[config.mk]
export PLATFORM = sky130hd
export DESIGN_NAME = adc_spi_responder
export DESIGN_NICKNAME = d
export VERILOG_FILES = /design/src/rtl/adc_spi_responder_pkg.sv /design/src/rtl/adc_spi_responder_spi_edge_sync.sv /design/src/rtl/adc_spi_responder.sv
export SDC_FILE = /design/constraint.sdc
export NUM_CORES = 1
export LEC_CHECK = 0
export ABC_AREA = 1
export ABC_CLOCK_PERIOD_IN_PS = 2500
export CAP_MARGIN = 20
export CORE_ASPECT_RATIO = 0.6
export CORE_MARGIN = 4
export CORE_UTILIZATION = 50
export DETAILED_ROUTE_END_ITERATION = 8
export GPL_TIMING_DRIVEN = 0
export PLACE_DENSITY = 0.83
export SLEW_MARGIN = 15
export SYNTH_ARGS = -nofsm -noshare
export SYNTH_HDL_FRONTEND = slang
export SYNTH_SLANG_ARGS = --single-unit
[constraint.sdc]
create_clock -name clk -period 2.5 [get_ports clk]
set_clock_uncertainty 0.05 [all_clocks]
set_input_delay 0.25 -clock clk [delete_from_list [all_inputs] [get_ports clk]]
set_output_delay 0.25 -clock clk [all_outputs]
set_load 0.02 [all_outputs]
[src/rtl/adc_spi_responder_pkg.sv]
// ---------------------------------------------------------------------------------------------
// adc_spi_responder_pkg
//   Shared constants for the dual-channel ADC SPI frame: default field widths, frame length,
//   FSM state encodings, and a helper that maps a falling-edge count to the frame slot.
// ---------------------------------------------------------------------------------------------
package adc_spi_responder_pkg;

    localparam int unsigned DATA_W_DEF      = 14;
    localparam int unsigned LEAD_BITS_DEF   = 2;
    localparam int unsigned GAP_BITS_DEF    = 2;
    localparam int unsigned TAIL_BITS_DEF   = 2;
    localparam int unsigned SYNC_STAGES_DEF = 2;

    // Frame slot encodings (legacy-compatible constants shared with the ADC2 master)
    localparam logic [2:0] StIdle = 3'd0;
    localparam logic [2:0] StLead = 3'd1;
    localparam logic [2:0] StCh0  = 3'd2;
    localparam logic [2:0] StGap  = 3'd3;
    localparam logic [2:0] StCh1  = 3'd4;
    localparam logic [2:0] StTail = 3'd5;

    // Total sck cycles in one frame: lead + ch0 + gap + ch1 + tail
    function automatic int unsigned frame_sck(input int unsigned lead, input int unsigned w,
                                              input int unsigned gap, input int unsigned tail);
        return lead + w + gap + w + tail;
    endfunction

    localparam int unsigned FRAME_SCK = LEAD_BITS_DEF + 2 * DATA_W_DEF + GAP_BITS_DEF
                                        + TAIL_BITS_DEF;

    // Slot the frame is in after n falling edges since frame start
    function automatic logic [2:0] slot_state(input int unsigned n, input int unsigned lead,
                                              input int unsigned w, input int unsigned gap,
                                              input int unsigned tail);
        if (n < lead)                                  return StLead;
        else if (n < lead + w)                         return StCh0;
        else if (n < lead + w + gap)                   return StGap;
        else if (n < lead + 2 * w + gap)               return StCh1;
        else if (n < frame_sck(lead, w, gap, tail))    return StTail;
        else                                           return StIdle;
    endfunction

endpackage

[src/rtl/adc_spi_responder_spi_edge_sync.sv]
// ---------------------------------------------------------------------------------------------
// spi_edge_sync
//   Multi-flop synchronizer followed by a history flop; emits single-cycle rise/fall pulses
//   for an asynchronous input pin.
// Ports
//   clk     in   system clock
//   rst     in   asynchronous reset, active-high
//   din_i   in   asynchronous pin
//   rise_o  out  1-cycle pulse, synced rising edge detected
//   fall_o  out  1-cycle pulse, synced falling edge detected
// ---------------------------------------------------------------------------------------------
module spi_edge_sync #(
    parameter int unsigned SYNC_STAGES = 2
) (
    input  logic clk,
    input  logic rst,
    input  logic din_i,
    output logic rise_o,
    output logic fall_o
);

    logic [SYNC_STAGES-1:0] sync_q, sync_d;
    logic                   hist_q, hist_d;

    always_comb begin
        sync_d = {sync_q[SYNC_STAGES-2:0], din_i};
        hist_d = sync_q[SYNC_STAGES-1];
    end

    always_ff @(posedge clk or posedge rst) begin
        if (rst) begin
            sync_q <= '0;
            hist_q <= 1'b0;
        end else begin
            sync_q <= sync_d;
            hist_q <= hist_d;
        end
    end

    assign rise_o = sync_q[SYNC_STAGES-1] & ~hist_q;
    assign fall_o = ~sync_q[SYNC_STAGES-1] & hist_q;

endmodule

[src/rtl/adc_spi_responder.sv]
// ---------------------------------------------------------------------------------------------
// adc_spi_responder
//   SPI responder for the dual-channel ADC frame. A synced adc_conv rise snapshots the holding
//   registers; the two samples are then shifted out MSB-first, advancing on synced spi_sck
//   falling edges through LEAD / CH0 / GAP / CH1 / TAIL slots.
// Ports
//   clk, rst                 system clock, asynchronous active-high reset
//   ch0_sample, ch1_sample   sample values copied into holding regs on sample_load
//   sample_load              1-cycle load strobe
//   adc_conv                 frame start (rising edge)
//   spi_sck                  serial clock from master
//   spi_miso, miso_oe        serial data and its drive-enable (data slots only)
//   busy                     frame in progress
//   frame_done, frame_abort  1-cycle status pulses
// ---------------------------------------------------------------------------------------------
module adc_spi_responder
    import adc_spi_responder_pkg::*;
#(
    parameter int unsigned DATA_W      = DATA_W_DEF,
    parameter int unsigned LEAD_BITS   = LEAD_BITS_DEF,
    parameter int unsigned GAP_BITS    = GAP_BITS_DEF,
    parameter int unsigned TAIL_BITS   = TAIL_BITS_DEF,
    parameter int unsigned SYNC_STAGES = SYNC_STAGES_DEF
) (
    input  logic              clk,
    input  logic              rst,
    input  logic [DATA_W-1:0] ch0_sample,
    input  logic [DATA_W-1:0] ch1_sample,
    input  logic              sample_load,
    input  logic              adc_conv,
    input  logic              spi_sck,
    output logic              spi_miso,
    output logic              miso_oe,
    output logic              busy,
    output logic              frame_done,
    output logic              frame_abort
);

    localparam logic [5:0] FRAME_CNT = 6'(frame_sck(LEAD_BITS, DATA_W, GAP_BITS, TAIL_BITS));

    logic              sck_fall, sck_rise_unused;
    logic              conv_rise, conv_fall_unused;

    logic [2:0]        state_q, state_d;
    logic [5:0]        bit_cnt_q, bit_cnt_d;
    logic [DATA_W-1:0] hold0_q, hold0_d, hold1_q, hold1_d;
    logic [DATA_W-1:0] shift0_q, shift0_d, shift1_q, shift1_d;
    logic              done_q, done_d, abort_q, abort_d;
    logic [5:0]        cnt_inc;
    logic              frame_end;

    spi_edge_sync #(
        .SYNC_STAGES (SYNC_STAGES)
    ) u_sck_sync (
        .clk    (clk),
        .rst    (rst),
        .din_i  (spi_sck),
        .rise_o (sck_rise_unused),
        .fall_o (sck_fall)
    );

    spi_edge_sync #(
        .SYNC_STAGES (SYNC_STAGES)
    ) u_conv_sync (
        .clk    (clk),
        .rst    (rst),
        .din_i  (adc_conv),
        .rise_o (conv_rise),
        .fall_o (conv_fall_unused)
    );

    assign cnt_inc   = bit_cnt_q + 6'd1;
    assign frame_end = (state_q != StIdle) && sck_fall && (cnt_inc == FRAME_CNT);

    always_comb begin
        state_d   = state_q;
        bit_cnt_d = bit_cnt_q;
        hold0_d   = hold0_q;
        hold1_d   = hold1_q;
        shift0_d  = shift0_q;
        shift1_d  = shift1_q;
        done_d    = 1'b0;
        abort_d   = 1'b0;

        if (sample_load) begin
            hold0_d = ch0_sample;
            hold1_d = ch1_sample;
        end

        if (conv_rise) begin
            // A conv rise coinciding with the last edge completes that frame first, so it
            // reports done rather than abort.
            if (frame_end) begin
                done_d = 1'b1;
            end else if (state_q != StIdle) begin
                abort_d = 1'b1;
            end
            // Snapshot uses the registered holding values, i.e. the pre-load ones on collision.
            shift0_d  = hold0_q;
            shift1_d  = hold1_q;
            bit_cnt_d = '0;
            state_d   = StLead;
        end else if ((state_q != StIdle) && sck_fall) begin
            // The MSB is presented on entry to a data slot; each later edge in the slot
            // exposes the next bit.
            if (state_q == StCh0) shift0_d = shift0_q << 1;
            if (state_q == StCh1) shift1_d = shift1_q << 1;
            if (frame_end) begin
                state_d   = StIdle;
                bit_cnt_d = '0;
                done_d    = 1'b1;
            end else begin
                bit_cnt_d = cnt_inc;
                state_d   = slot_state(32'(cnt_inc), LEAD_BITS, DATA_W, GAP_BITS, TAIL_BITS);
            end
        end
    end

    always_ff @(posedge clk or posedge rst) begin
        if (rst) begin
            state_q   <= StIdle;
            bit_cnt_q <= '0;
            hold0_q   <= '0;
            hold1_q   <= '0;
            shift0_q  <= '0;
            shift1_q  <= '0;
            done_q    <= 1'b0;
            abort_q   <= 1'b0;
        end else begin
            state_q   <= state_d;
            bit_cnt_q <= bit_cnt_d;
            hold0_q   <= hold0_d;
            hold1_q   <= hold1_d;
            shift0_q  <= shift0_d;
            shift1_q  <= shift1_d;
            done_q    <= done_d;
            abort_q   <= abort_d;
        end
    end

    always_comb begin
        spi_miso = 1'b0;
        miso_oe  = 1'b0;
        if (state_q == StCh0) begin
            spi_miso = shift0_q[DATA_W-1];
            miso_oe  = 1'b1;
        end else if (state_q == StCh1) begin
            spi_miso = shift1_q[DATA_W-1];
            miso_oe  = 1'b1;
        end
    end

    assign busy        = (state_q != StIdle);
    assign frame_done  = done_q;
    assign frame_abort = abort_q;

endmodule
==> out/results.ini <==
[run_status]
outcome=completed

[timing]
fin_crit_ns=2.31
timing.hold.ws_ns=0.115
hold_violations=0
slew_headroom_pct=64.3
tns_ns=0
setup_viol=0
worstMarginPinSlew_ns=0.536
period_share_pct=92.5
rsz0062_at_grt=false
clock.fmax_mhz=432
slew_violations=0

[critical_path]
critPathMaxFanout=3
reg2regPathDepth=8
path_class=register to output pin
r2r-end=state_q[2]
critPathLaunch=state_q[1]
startpoint_type=register
critPathTopFamily=buffers and inverters
critical_path_depth=4
crit_required_ns=2.20
r2r-start=bit_cnt_q[0]
cp-end-kind=output pin
max_stage_delay_ns=0.65
arrival_ns=2.01
endpoint=spi_miso
critPathSlowestCell=clkdlybuf4s50_1
cp_cell_sequence=nor2_2 > nand2_1 > o22ai_1 > clkdlybuf4s50_1
rrSetupSlack_ns=0.77
critical_path_buf_inv_count=1

[global_route]
grt-ovfl-total=0
grt_max_degree=63
grt_antenna_before_repair=0
track_usage_pct=16.9
grt_pass1_wl_mm=10.5
grt_pass1_vias=2237

[detailed_routing]
drc=0
via_per_inst=5.18
dr.pass1.iters=4
antenna_left=0
drt_wl_total_mm=6.26
wl_met2_mm=2.77
wl_met3_um=451
m1WireLength_mm=2.94
vias=2356
drt-initial-drc-count=111
top_layer=met4
wl_per_cell_um=13.8

[clock_network]
cts_setup_buffers=0
cts.sinks=73
numCtsBuffers=9
hold_buffers=0
clk_path_buf_depth=2
cts-root-buf=clkbuf_8
cts_max_level=3
path_clk_slew_ns=0.07
post_cts_resized=0
cts_tree=built
clkLatencyLatePin_ns=0.35

[placed_design]
port_buffers=36
place_congestion=0.876
dp.final_hpwl_mm=4.51
dp_cells=441

[synth]
avgSynthCellArea_um2=10.2
seq_area_frac_synth_pct=56.2
synth_largest_area_cell=dfrtp_1
synth_top_area_share_pct=56.2
syn-num-nets=354
ys_ff_latch=73
synthTopCellsByArea=dfrtp_1, mux2_2, nand2_1
synth.distinct_cells=31
synth_common_cells=nand2_1, dfrtp_1, inv_1
synth_enable_flop_cells=0
synth.cell_area_mm2=0.00325
async_reset_ff_share_pct=100
yosysMostFrequentCell=nand2_1
ys_warn_count=0
postSynthCellCount=320
synthFlopType=dfrtp_1

[power]
internal_power_mw=2.14
p_leak_nw=1.77
swShare_pct=27.0
p_per_area_mw_per_mm2=742
p_clk_share_pct=32.7
power.switching_mw=0.789
pwr-share-comb_pct=18.2
vdd_drop_max_mv=0.352
p_seq_share_pct=49.1
finalPower_mw=2.93

[cells_and_area]
n_fill_cell=508
final_cell_count_no_fill=455
final_nets=402
diodes=0
area_delta_synth_final_pct=21.4
drive_gt1_share_pct=19.9

[run]
drv_cap=0

[die]
coreArea_mm2=0.00619
die_area_mm2=0.00790
die_h_um=70.4
die_w_um=112
start_util_pct=52.5
fp-row-count=22
ios=38

[worst_hold_path]
min_path_type=primary input to asynchronous set/reset pin

## per-layer routing
metal,GRT usage (%),vias to the layer above
met4,6.00,0
met1,23.2,1140
met5,0,-
li1,-,1142
met3,5.63,9
met2,25.3,65
## how the worst min path moves through the flow
stage	to	cells after the start	slack, ns	from
CTS	hold1_q[11]	2	0.11	rst
finish	hold1_q[12]	2	0.12	rst
global route	hold1_q[12]	2	0.11	rst
global placement	u_sck_sync.sync_q[1]	0	0.29	u_sck_sync.sync_q[0]
detailed placement	u_sck_sync.sync_q[1]	0	0.29	u_sck_sync.sync_q[0]
floorplan	u_conv_sync.sync_q[0]	0	0.23	adc_conv
## power groups by stage
stage               sequential, mW  combinational, mW  clock [mW]
finish                        1.44              0.533       0.957
global route                  1.46              0.596        1.03
CTS                           1.44              0.535       0.980
detailed placement            1.46              0.534           0
global placement              1.45              0.502           0
floorplan                     1.43              0.378           0
## final cells by class
cell class	instances	area [um^2]	area share, %
plain buffers	13	82.6	2.09
flip-flops and latches	73	1830	46.3
multi-input cells	196	1200	30.4
repair buffers	37	388	9.84
inverters	38	145	3.68
well taps	84	105	2.66
clock inverters	3	67.6	1.71
clock buffers	11	131	3.33
## stage by stage
| stage | utilization, % | setup slack [ns] | instance area [um^2] |
|---|---|---|---|
| final | 63.7 | 0.187 | 3940 |
| after global routing | 63.7 | 0.0941 | 3940 |
| after CTS | 63.7 | 0.153 | 3940 |
| after detailed placement | 60.5 | 0.551 | 3740 |
| after global placement | 60.0 | -0.812 | 3710 |
| after floorplan | - | 0.347 | 3250 |
## worst register-to-register path, stage by stage, from the launching register on
cell,delay [ns]
dfrtp_1,0.45
ha_1,0.27
xor2_1,0.18
nor2_2,0.22
nand3_2,0.15
nand2_2,0.12
inv_2,0.05
nand3_1,0.08
nand2_1,0.06
## logic make-up after synthesis
family                   count (synthesis)  share of synthesized area (%)
XOR/XNOR                                 1                          0.270
AO/OA/AOI/OAI                           54                           11.7
multiplexers                            27                           9.36
AND/OR/NAND/NOR                        113                           15.2
flip-flops                              73                           56.2
adder cells (fa/ha/maj)                  1                          0.385
buffers and inverters                   51                           6.93
## registers in the layout, indices dropped and copies added (netlist names)
register	count
frame_abort	1
u_conv_sync.sync_q	2
frame_done	1
u_conv_sync.hist_q	1
shift0_q	14
bit_cnt_q	6
hold1_q	14
u_sck_sync.hist_q	1
hold0_q	14
state_q	3
shift1_q	14
u_sck_sync.sync_q	2
## placed cells by master (no fill, tap or decap)
| cell type | synthesis | final |
|---|---|---|
| a22oi_1 | 1 | 1 |
| inv_4 | 0 | 1 |
| inv_2 | 2 | 2 |
| ha_1 | 1 | 1 |
| o21ai_1 | 4 | 4 |
| nor2_4 | 2 | 2 |
| nand3_2 | 2 | 2 |
| o21ai_0 | 22 | 22 |
| o22ai_1 | 3 | 3 |
| o211ai_1 | 2 | 2 |
| clkbuf_8 | 0 | 9 |
| xor2_1 | 1 | 1 |
| mux2_1 | 1 | 1 |
| o21bai_1 | 1 | 1 |
| o21ai_4 | 2 | 2 |
| o21ai_2 | 7 | 7 |
| clkinvlp_4 | 0 | 1 |
| a31oi_2 | 5 | 5 |
| nand2_4 | 2 | 2 |
| buf_4 | 2 | 2 |
| nand3_1 | 9 | 9 |
| nand2_1 | 77 | 77 |
| bufinv_16 | 0 | 2 |
| clkbuf_1 | 4 | 6 |
| inv_1 | 36 | 35 |
| nor2_2 | 3 | 3 |
| mux2_2 | 26 | 26 |
| nand2_2 | 1 | 1 |
| buf_2 | 3 | 3 |
| clkdlybuf4s50_1 | 0 | 36 |
| dfrtp_1 | 73 | 73 |
| buf_16 | 0 | 1 |
| nand4_1 | 2 | 2 |
| buf_6 | 3 | 3 |
| buf_1 | 1 | 1 |
| nor2_1 | 15 | 15 |
| a31oi_1 | 7 | 7 |
Note: power is estimated with default switching activity, not from simulation.
